==> config.mk <==
export PLATFORM = sky130hd
export DESIGN_NAME = rect_swap_engine
export DESIGN_NICKNAME = d
export VERILOG_FILES = /design/src/rtl/rect_swap_engine.sv
export SDC_FILE = /design/constraint.sdc
export NUM_CORES = 1
export LEC_CHECK = 0
export BUFFER_PORTS_ARGS = -buffer_cell sky130_fd_sc_hd__buf_2
export CORE_ASPECT_RATIO = 1.5
export CORE_MARGIN = 1
export CORE_UTILIZATION = 51
export DETAILED_ROUTE_END_ITERATION = 8
export MAX_ROUTING_LAYER = met4
export PLACE_DENSITY_LB_ADDON = 0.1
export SYNTH_ARGS = -nofsm -noshare
export SYNTH_HDL_FRONTEND = slang
export SYNTH_SLANG_ARGS = --single-unit
==> constraint.sdc <==
create_clock -name clk -period 2.5 [get_ports clk]
set_clock_uncertainty 0.1 [all_clocks]
set_input_delay 0.5 -clock clk [delete_from_list [all_inputs] [get_ports clk]]
set_output_delay 0.5 -clock clk [all_outputs]
set_load 0.05 [all_outputs]
==> src/rtl/rect_swap_engine.sv <==
// -----------------------------------------------------------------------------
// rect_swap_engine
//
// Sequential checkerboard-swap core for a ROWS x COLS binary matrix. A run
// loads mat_in, then performs num_swaps attempts. Each attempt draws two
// distinct rows and two distinct columns from a 32-bit Galois LFSR. If the
// four corners form a checkerboard, all four bits flip, so every row and
// column sum is preserved.
//
// Optional feature macro: RECT_SWAP_STATS_EN
//   defined   : swap_cnt counts successful swaps (saturating), and an internal
//               saturating rejected-draw counter r_rej_cnt is kept.
//   undefined : swap_cnt is tied to 0 and both counters are absent.
//   Matrix behaviour and timing are identical in both builds.
//
// Ports
//   clk        in   rising-edge clock
//   rst        in   asynchronous active-high reset
//   start      in   begin a run (sampled only in IDLE)
//   num_swaps  in   attempts for the run (0 -> straight to DONE)
//   seed_load  in   load seed into the LFSR (IDLE only, 0 becomes 1)
//   seed       in   LFSR load value
//   mat_in     in   input matrix, row-major, bit r*COLS+c is M[r][c]
//   mat_out    out  working matrix register, same packing
//   busy       out  high in PICK and CHECK
//   done       out  one-cycle pulse at the end of a run
//   swap_cnt   out  successful swaps in the last or current run
// -----------------------------------------------------------------------------
module rect_swap_engine #(
  parameter int          ROWS  = 4,
  parameter int          COLS  = 4,
  parameter int          CNT_W = 12,
  parameter logic [31:0] SEED  = 32'h1
) (
  input  logic                 clk,
  input  logic                 rst,
  input  logic                 start,
  input  logic [CNT_W-1:0]     num_swaps,
  input  logic                 seed_load,
  input  logic [31:0]          seed,
  input  logic [ROWS*COLS-1:0] mat_in,
  output logic [ROWS*COLS-1:0] mat_out,
  output logic                 busy,
  output logic                 done,
  output logic [CNT_W-1:0]     swap_cnt
);

  localparam int          RW        = $clog2(ROWS);
  localparam int          CW        = $clog2(COLS);
  localparam int          N         = ROWS * COLS;
  localparam int          IW        = $clog2(N);
  localparam logic [31:0] LFSR_MASK = 32'h8020_0003;
  localparam logic [31:0] SEED_EFF  = (SEED == 32'h0) ? 32'h1 : SEED;

  // Four index fields must fit in one LFSR word.
  generate
    if (ROWS < 2 || ROWS > 256 || COLS < 2 || COLS > 256 || 2 * (RW + CW) > 32) begin : g_bad_cfg
      $error("rect_swap_engine: unsupported ROWS/COLS combination");
    end
  endgenerate

  typedef enum logic [1:0] {
    S_IDLE,
    S_PICK,
    S_CHECK,
    S_DONE
  } state_t;

  state_t           r_state;
  state_t           w_state_nx;
  logic [N-1:0]     r_mat;
  logic [31:0]      r_lfsr;
  logic [31:0]      w_lfsr_nx;
  logic [CNT_W-1:0] r_left;
  logic [RW-1:0]    r_r1, r_r2;
  logic [CW-1:0]    r_c1, r_c2;

  // Candidate draw from the current LFSR value.
  logic [RW-1:0]    w_r1, w_r2;
  logic [CW-1:0]    w_c1, w_c2;
  logic             w_draw_ok;

  // Corner addresses and values of the latched rectangle.
  logic [IW-1:0]    w_i11, w_i12, w_i21, w_i22;
  logic             w_m11, w_m12, w_m21, w_m22;
  logic             w_swap;

  assign w_r1 = r_lfsr[RW-1:0];
  assign w_c1 = r_lfsr[RW+CW-1:RW];
  assign w_r2 = r_lfsr[2*RW+CW-1:RW+CW];
  assign w_c2 = r_lfsr[2*RW+2*CW-1:2*RW+CW];

  // Indices are widened to 32 bits so out-of-range codes compare correctly
  // when ROWS/COLS are not powers of two.
  assign w_draw_ok = (32'(w_r1) < ROWS) && (32'(w_r2) < ROWS) &&
                     (32'(w_c1) < COLS) && (32'(w_c2) < COLS) &&
                     (w_r1 != w_r2) && (w_c1 != w_c2);

  // Right-shifting Galois step; the feedback mask includes the x^32 term.
  assign w_lfsr_nx = {1'b0, r_lfsr[31:1]} ^ (r_lfsr[0] ? LFSR_MASK : 32'h0);

  assign w_i11 = IW'(32'(r_r1) * COLS + 32'(r_c1));
  assign w_i12 = IW'(32'(r_r1) * COLS + 32'(r_c2));
  assign w_i21 = IW'(32'(r_r2) * COLS + 32'(r_c1));
  assign w_i22 = IW'(32'(r_r2) * COLS + 32'(r_c2));

  assign w_m11 = r_mat[w_i11];
  assign w_m12 = r_mat[w_i12];
  assign w_m21 = r_mat[w_i21];
  assign w_m22 = r_mat[w_i22];

  // Checkerboard: diagonals equal, and the two diagonals differ.
  assign w_swap = (w_m11 == w_m22) && (w_m12 == w_m21) && (w_m11 != w_m12);

  // ---------------------------------------------------------------------------
  // FSM
  // ---------------------------------------------------------------------------
  always_ff @(posedge clk or posedge rst) begin
    // NOTE: clocked state uses non-blocking (<=) so every register samples
    // pre-edge values regardless of statement order.
    if (rst) r_state <= S_IDLE;
    else     r_state <= w_state_nx;
  end

  always_comb begin
    // NOTE: default assigned first so every path drives w_state_nx; without it
    // the missing branches would infer a latch.
    w_state_nx = r_state;
    unique case (r_state)
      S_IDLE:  if (start) w_state_nx = (num_swaps == '0) ? S_DONE : S_PICK;
      S_PICK:  if (w_draw_ok) w_state_nx = S_CHECK;
      S_CHECK: w_state_nx = (r_left == CNT_W'(1)) ? S_DONE : S_PICK;
      S_DONE:  w_state_nx = S_IDLE;
      default: w_state_nx = S_IDLE;
    endcase
  end

  assign busy    = (r_state == S_PICK) || (r_state == S_CHECK);
  assign done    = (r_state == S_DONE);
  assign mat_out = r_mat;

  // ---------------------------------------------------------------------------
  // Datapath: matrix, LFSR, attempt counter, latched rectangle
  // ---------------------------------------------------------------------------
  always_ff @(posedge clk or posedge rst) begin
    if (rst) begin
      // NOTE: the matrix register is reset as well: it is the visible mat_out
      // and must read 0 after reset, not whatever the last run left behind.
      r_mat  <= '0;
      r_lfsr <= SEED_EFF;
      r_left <= '0;
      r_r1   <= '0;
      r_r2   <= '0;
      r_c1   <= '0;
      r_c2   <= '0;
    end else begin
      unique case (r_state)
        S_IDLE: begin
          // Seed load and start in the same cycle: the run sees the new seed
          // because the LFSR first advances in PICK.
          if (seed_load) r_lfsr <= (seed == 32'h0) ? 32'h1 : seed;
          if (start) begin
            r_mat  <= mat_in;
            r_left <= num_swaps;
          end
        end
        S_PICK: begin
          r_lfsr <= w_lfsr_nx;
          if (w_draw_ok) begin
            r_r1 <= w_r1;
            r_r2 <= w_r2;
            r_c1 <= w_c1;
            r_c2 <= w_c2;
          end
        end
        S_CHECK: begin
          r_left <= r_left - CNT_W'(1);
          if (w_swap) begin
            r_mat[w_i11] <= ~w_m11;
            r_mat[w_i12] <= ~w_m12;
            r_mat[w_i21] <= ~w_m21;
            r_mat[w_i22] <= ~w_m22;
          end
        end
        default: ;
      endcase
    end
  end

  // ---------------------------------------------------------------------------
  // Optional statistics
  // ---------------------------------------------------------------------------
`ifdef RECT_SWAP_STATS_EN
  logic [CNT_W-1:0] r_swap_cnt;
  logic [CNT_W-1:0] r_rej_cnt;

  always_ff @(posedge clk or posedge rst) begin
    if (rst) begin
      r_swap_cnt <= '0;
      r_rej_cnt  <= '0;
    end else begin
      if (r_state == S_IDLE && start) begin
        r_swap_cnt <= '0;
        r_rej_cnt  <= '0;
      end
      if (r_state == S_CHECK && w_swap && r_swap_cnt != '1)
        r_swap_cnt <= r_swap_cnt + CNT_W'(1);
      if (r_state == S_PICK && !w_draw_ok && r_rej_cnt != '1)
        r_rej_cnt <= r_rej_cnt + CNT_W'(1);
    end
  end

  assign swap_cnt = r_swap_cnt;
`else
  assign swap_cnt = '0;
`endif

endmodule

; Word-level counts from Yosys, hierarchy flattened
; Index checks and enable logic that the tools add are counted.
[classes]
reduce_logical = 18
n_addsub = 5
n_eq_ne = 13
magnitude_cmp = 8
mux = 34
n_bitwise = 5
[ops]
columns = operator, n
row1 = $mux 32, 3
row2 = $bwmux 16, 4
row3 = $pmux 32 s2, 1
row4 = $logic_not 32->1, 1
row5 = $mux 16, 2
row6 = $pmux 16 s2, 1
row7 = $xor 31x32->32, 1
row8 = $pmux 12 s2, 1
row9 = $lt 4x5->1 const B, 4
row10 = $add 4x2->4, 4
row11 = $bmux 1 s4, 4
row12 = $demux 1 s4, 4
row13 = $ge 4x1->1 const B, 4
row14 = $eq 12x1->1 const B, 1
row15 = $logic_not 12->1, 1
row16 = $mux 12, 1
row17 = $sub 12x1->12 const B, 1
row18 = $mux 1, 8
row19 = $mux 2, 4
row20 = $ne 2x2->1 const B, 4
row21 = $pmux 2 s4, 1
row22 = $reduce_and 2->1, 4
row23 = $logic_and 1x1->1, 7
row24 = $eq 2x2->1 const B, 2
row25 = 9 further kinds, 15
[word_totals]
regBits = 70
output_inout_bits = 30
input_bits = 64
word_cells = 91

; Longest topological paths before layout
; Gate-level depths: netlist of the first run.
[logic_depth]
word_depth = 11
mapped_depth = 9
mapped_depth_nobuf = 7

; Worst setup path after synthesis of the first run
; Ideal clock, no wire load.
[synth_path]
kind = reg-to-reg
start = reg r_mat[1] (netlist: mat_out[1])
end = reg r_mat[14] (netlist: mat_out[14])
stages_incl_launch_ff = 6
path_slack_ns = -0.239
required_ns = 2.306
n_path_buf = 0
arrival_ns = 2.545
path_cell_list = dfrtp_1 mux4_1 mux4_2 a2111oi_4 o21ai_2 a221oi_2
[synth_between]
elab_chain_cells = 9
[synth_lines]
columns = element, line
row1 = start: declaration, 71  ; logic [N-1:0] r_mat;
row2 = start signal: assignment, 163  ; r_mat <= mat_in;
row3 = start signal: indexed assignment, 179  ; r_mat[w_i11] <= ~w_m11;
row4 = start signal: indexed assignment, 180  ; r_mat[w_i12] <= ~w_m12;
row5 = $bmux 1 s4, 107  ; assign w_m11 = r_mat[w_i11];
row6 = $mux 1 (implied by the code), 107
row7 = $not 1->1, 179
row8 = $bwmux 16, 179
row9 = $bwmux 16, 180
row10 = $bwmux 16, 181  ; r_mat[w_i21] <= ~w_m21;
row11 = $bwmux 16, 182  ; r_mat[w_i22] <= ~w_m22;
row12 = $mux 16, 178  ; if (w_swap) begin
row13 = $pmux 16 s2, 157  ; unique case (r_state)
; Parallel ways exist; a longest one is shown, timed or not. The select of a mux whose other input is x is not followed.
; A chain may end at the register's enable or synchronous reset.

; Final worst setup path of the first run
[layout_path]
start = reg r_mat[15] (netlist: mat_out[15])
end = reg r_mat[1] (netlist: mat_out[1])
; Same word-level chain as after synthesis.

==> out/metrics.cfg, run 1 <==
[timing]
fin_crit_ps = 2780
min_period_over_period = 1.11
tightest_slew_ps = 969
finalSetupViolations = 15
fmax_mhz = 360
finalMaxSlewViolations = 0
hold_ws_ps = 71.5
max-slew-margin-rel = 0.350
finalHoldViolCount = 0
grt_setup_unrepaired = yes
setup_slack_ps = -279

[die]
die_x_um = 82.9
initial_core_util = 0.520
dieArea_um2 = 10200
core_um2 = 9630
rows = 44
io_pins = 94
die_h_um = 123

[clock_tree]
cts_tree = done
cts_buffers = 9
clkSinkCount = 70
path_clk_slew_ps = 60
cts_root_buffer = clkbuf_16
clock_latency_ps = 330
ctsLongestPathBuffers = 2
postCtsHoldBufs = 0
htree_levels = 3

[layout]
area_growth_pct = 29.0
seqCellArea_um2 = 1780
fin_nets = 783
n_antenna_cell = 0
multi_input_area_um2 = 3040
fillCellCount = 803
drive_gt1_frac = 0.352

[worst_setup_path]
critPathCapture = mat_out[1]
slowest_stage = dfrtp_2
startpoint = mat_out[15]
critical_path_arrival_ps = 2870
required_ps = 2600
setup.worst_path.class = flop to flop
endpoint_kind = flop
r2r-start = mat_out[15]
critPathLaunchType = flop
rr_endpoint = mat_out[1]
worst-r2r-setup-slack_ps = -280
worstRegToRegCells = 8
critical_path.cell_chain = buf_4 -> mux4_2 -> mux2i_2 -> mux2i_2 -> buf_4 -> o41a_1 -> a21oi_4 -> a32oi_1
crit_path_max_fanout = 6
slowest_delay_ps = 470

[hold_path]
hold_path_class = primary input to asynchronous set/reset pin

[synth]
post-synth-top-area-cell = dfrtp_1
synth-seq-area-share = 0.350
synth-seq-cells = 70
synth_edf_count = 0
synthArstFlopShare = 1.00
synth_area_per_cell_um2 = 8.76
synth_most_common_cell = o21ai_0
yosys_warnings = 0
synthFlopType = dfrtp_1
syn_inst = 572
synth_top_area_frac = 0.344
synth_area_leaders = dfrtp_1 (34%), mux2i_1 (8.2%), o21ai_0 (7.3%)
ys_top_cells_by_count = o21ai_0 (73), nand2_1 (71), dfrtp_1 (69)
yosysUniqueCellTypes = 65
netlist_area_um2 = 5010

[drt]
vias = 5215
detail_route.drc_violations = 1
wl_um = 17500
dr.first_iter.drc_count = 323
first_pass_iters = 8
viasPerCell = 6.26
avgRoutedWirePerCell_um = 21.0
ant_nets = 0

[global_routing]
overflow = 0
grt_pass1_wl_um = 26700
grt_max_degree = 59
grt_pass1_vias = 5062
antenna_found_initial = 0
grtUsageTotal = 0.354

[pwr]
cellLeakagePower_nw = 3.07
total_power_w = 0.00256
ir_worst_vdd_v = 0.000419
power.density_nw_per_um2 = 396

[placement]
gp_congestion = 0.983
dp_hpwl_um = 13300
post-place-ws_ps = -401
numPortBuffers = 81

[outcome]
violations = design-rule violations, negative setup slack
status = finished with violations

[job]
cap_violations = 0

-- how the worst min path moves through the flow --
stage | startpoint | to | slack [ps] | cells past startpoint
6_report | rst | r_left[6] | 70 | 2
5_1_grt | rst | r_left[6] | 100 | 2
4_1_cts | rst | r_left[6] | 70 | 2
3_5_place_dp | r_lfsr[13] | r_lfsr[13] | 370 | 2
3_3_place_gp | r_lfsr[11] | r_lfsr[11] | 360 | 2
2_1_floorplan | r_lfsr[10] | r_lfsr[10] | 350 | 2
-- cell type report --
type | count | area share
Sequential cell | 70 | 0.275
Clock inverter | 7 | 0.0114
Timing Repair Buffer | 172 | 0.177
Inverter | 18 | 0.0104
Clock buffer | 9 | 0.0348
Tap cell | 115 | 0.0223
Multi-Input combinational cell | 442 | 0.470
-- registers in the layout (all words and copies together) (netlist names) --
name and count:
r_c1 2, mat_out 16, r_left 12, r_r1 2, r_c2 2, r_r2 2
r_state 2, r_lfsr 32
-- kinds of logic after synthesis --
group | share of synthesized area
AO/OA/AOI/OAI | 0.234
AND/OR/NAND/NOR | 0.161
buffers and inverters | 0.0651
flip-flops | 0.350
multiplexers | 0.164
adder cells (fa/ha/maj) | 0.0150
XOR/XNOR | 0.0105
other | 0.000748
-- worst max-delay path, delay by kind of cell (launching register included) --
kind,cells,cell delay [ps]
flops,1,470
compound gates,3,900
buf+inv,2,340
mux,3,840
-- metal layers --
metal	track usage	wire length, um	up-vias
met2	0.624	9150	270
li1	-	-	2381
met4	0.227	1100	0
met3	0.0507	1020	75
met5	-	0	-
met1	0.374	6230	2489
-- power by group --
part	internal, W	switching [W]	total [W]
Combinational	0.0000490	0.000100	0.000149
Clock	0.000775	0.000504	0.00128
Sequential	0.00113	0	0.00113
-- what timing repair did --
item,CTS,global route
gates resized for setup,8,7
endpoints found under the setup margin,16,16
pin swaps,4,8
setup buffers,9,1
-- metrics by stage --
step	area, um2	util	cells	setup TNS (ps)
2_1_floorplan	5070	-	583	-339
5_1_grt	6470	0.671	833	-4260
3_5_place_dp	6030	0.626	807	-5080
4_1_cts	6430	0.667	832	-3290
3_3_place_gp	6030	0.626	807	-4930
6_report	6470	0.671	833	-3060
-- cells in the final DEF, fill, tap and decap left out, drive strengths merged, types with 5 or more instances in the layout --
cell and instances:
mux4 13, mux2 10, or2 5, mux2i 41, o21ai 75, nand4 8, nor2b 8, a21oi 37
nor2 29, nor3 8, nor4 14, clkbuf 9, conb 12, buf 172, nand2 71, a211oi 7
o2bb2ai 6, a31oi 5, o22ai 12, dfrtp 69, ha 6, nand3 11, inv 19
No activity file was read; power rests on OpenSTA's default activity.
==> run 2: changes to the inputs <==
--- a/config.mk
+++ b/config.mk
@@ -5,7 +5,7 @@
 export SDC_FILE = /design/constraint.sdc
 export NUM_CORES = 1
 export LEC_CHECK = 0
-export BUFFER_PORTS_ARGS = -buffer_cell sky130_fd_sc_hd__buf_2
+export BUFFER_PORTS_ARGS = -buffer_cell sky130_fd_sc_hd__buf_4
 export CORE_ASPECT_RATIO = 1.5
 export CORE_MARGIN = 1
 export CORE_UTILIZATION = 51
==> out/metrics.cfg, run 2 (same netlist as run 1, synthesis figures left out) <==
[layout]
drive_gt1_frac = 0.373  ; was 0.352
final_common_cell = buf_4  ; unchanged
fin_nets = 787  ; was 783
final_cell_mix = buf_4 (167), nand2_1 (70), o21ai_0 (65), dfrtp_1 (49), mux2i_1 (37)  ; was buf_4 (86), buf_2 (81), o21ai_0 (71), nand2_1 (70), dfrtp_1 (50)
area_growth_pct = 35.5  ; was 29.0%
largest_register_ffs = 32  ; unchanged
seqCellArea_um2 = 1780  ; about the same
top_register = r_lfsr  ; unchanged
fillCellCount = 769  ; was 803
design_area_um2 = 6790  ; was 6470 um2
n_antenna_cell = 0  ; unchanged
multi_input_area_um2 = 3110  ; was 3040 um2

[placement]
post-place-ws_ps = -293  ; was -401 ps
gp_congestion = 1.11  ; was 0.983
numPortBuffers = 81  ; unchanged
dp_hpwl_um = 13100  ; was 13300 um
placed_area_um2 = 6270  ; was 6030 um2

[global_routing]
antenna_found_initial = 0  ; unchanged
grt_pass1_wl_um = 25900  ; was 26700 um
overflow = 0  ; unchanged
grtUsageTotal = 0.343  ; was 0.354
grt_max_degree = 71  ; was 59
grt_pass1_vias = 5078  ; was 5062

[die]
core_um2 = 9630  ; unchanged
die_h_um = 123  ; unchanged
initial_core_util = 0.520  ; unchanged
io_pins = 94  ; unchanged
rows = 44  ; unchanged
dieArea_um2 = 10200  ; unchanged
die_x_um = 82.9  ; unchanged

[drt]
wl_um = 17100  ; was 17500 um
detail_route.drc_violations = 0  ; was 1
dr.first_iter.drc_count = 387  ; was 323
first_pass_iters = 5  ; was 8
avgRoutedWirePerCell_um = 20.4  ; was 21.0 um
vias = 5228  ; was 5215
viasPerCell = 6.25  ; was 6.26
ant_nets = 0  ; unchanged

[clock_tree]
cts_tree = done  ; unchanged
path_clk_slew_ps = 60  ; about the same
postCtsHoldBufs = 0  ; unchanged
clkSinkCount = 70  ; unchanged
cts_buffers = 9  ; unchanged
htree_levels = 3  ; unchanged
cts_root_buffer = clkbuf_16  ; unchanged
clock_latency_ps = 330  ; about the same
ctsLongestPathBuffers = 2  ; unchanged

[worst_setup_path]
slowest_stage = mux4_2  ; was dfrtp_2
crit_path_max_fanout = 5  ; was 6
worst-r2r-setup-slack_ps = -160  ; was -280 ps
crit_cells = 7  ; was 8
critPathBufInv = 2  ; unchanged
endpoint_kind = flop  ; unchanged
required_ps = 2570  ; was 2600 ps
crit_top_cell = mux4_2
critPathLaunchType = flop  ; unchanged
critical_path.cell_chain = mux4_2 -> mux4_2 -> buf_6 -> a2111o_1 -> buf_4 -> nand2_2 -> a31oi_1  ; was buf_4 -> mux4_2 -> mux2i_2 -> mux2i_2 -> buf_4 -> o41a_1 -> a21oi_4 -> a32oi_1
slowest_delay_ps = 510  ; was 470 ps
worstRegToRegCells = 7  ; was 8
cp_top_family = multiplexers  ; was compound AO/OA/AOI/OAI gates
setup.worst_path.class = flop to flop  ; unchanged
critical_path_arrival_ps = 2740  ; was 2870 ps

[timing]
fmax_mhz = 375  ; was 360 MHz
finalSetupViolations = 16  ; was 15
tightest_slew_ps = 867  ; was 969 ps
finalMaxSlewViolations = 0  ; unchanged
setup_slack_ps = -163  ; was -279 ps
finalHoldViolCount = 0  ; unchanged
max-slew-margin-rel = 0.416  ; was 0.350
finalSetupTns_ps = -2000  ; was -3060 ps
fin_crit_ps = 2660  ; was 2780 ps
grt_setup_unrepaired = yes  ; unchanged
min_period_over_period = 1.07  ; was 1.11

[job]
cap_violations = 0  ; unchanged

[pwr]
power.density_nw_per_um2 = 381  ; was 396 nW/um2
ir_worst_vdd_v = 0.000536  ; was 0.000419 V
cellLeakagePower_nw = 3.16  ; was 3.07 nW
total_power_w = 0.00259  ; was 0.00256 W

[hold_path]
hold_path_class = primary input to asynchronous set/reset pin  ; unchanged

[outcome]
status = finished with violations  ; unchanged
violations = negative setup slack  ; was design-rule violations, negative setup slack

==> run 2: changes by cell type in the layout (fill, tap and decap cells not counted), moves of 4 or more <==
cell	change
o2bb2ai_2	+5
buf_2	-81
buf_4	+81
buf_6	+4
o2bb2ai_1	-5
o21ai_0	-6
==> run 2: through the flow <==
step           utilization  cells  hold slack (ps)
6_report             0.705    837              119
3_5_place_dp         0.651    814              376
4_1_cts              0.696    834              162
2_1_floorplan            -    583              350
3_3_place_gp         0.651    814              361
5_1_grt              0.705    837              184
==> run 2: routing by layer <==
layer / GRT usage / wire length [um]
met1: 0.364 / 6290
met2: 0.604 / 8760
met3: 0.0414 / 853
met4: 0.227 / 1200
met5: - / 0
==> run 2: worst register-to-register path, stage by stage (launching register included) <==
cell and delay, ps:
dfrtp_2 460, mux4_2 490, mux4_2 510, buf_6 150, a2111o_1 430, buf_4 200, nand2_2 70, a31oi_1 90
==> run 2: report_power, final <==
part | total (W) | switching (W) | internal, W
logic | 0.000180 | 0.000102 | 0.0000777
registers | 0.00113 | 0 | 0.00113
clock network | 0.00128 | 0.000478 | 0.000799
total | 0.00259 | 0.000581 | 0.00201
==> run 2: worst paths after layout <==
kind,startpoint,end
worst max-delay path,mat_out[15],mat_out[8]
worst min-delay path,rst,r_left[8]
worst max register to register,mat_out[15],mat_out[8]
worst min register to register,r_lfsr[27],r_lfsr[27]
max in group asynchronous,rst,r_lfsr[0]
min in group clk,num_swaps[2],r_left[2]
==> run 2: timing repair <==
action                                  in CTS  in global routing
endpoints found under the setup margin      16                 16
setup buffers                                3                  4
gates resized for setup                     29                 12
pin swaps                                    7                  8
cloned                                       1                  0
==> run 2: final cells by class <==
class / instances / area share
clock buffers: 11 / 0.0357
clock inverters: 5 / 0.00866
inverters: 18 / 0.00995
multi-input cells: 442 / 0.458
flip-flops and latches: 70 / 0.262
well taps: 115 / 0.0212
repair buffers: 176 / 0.205
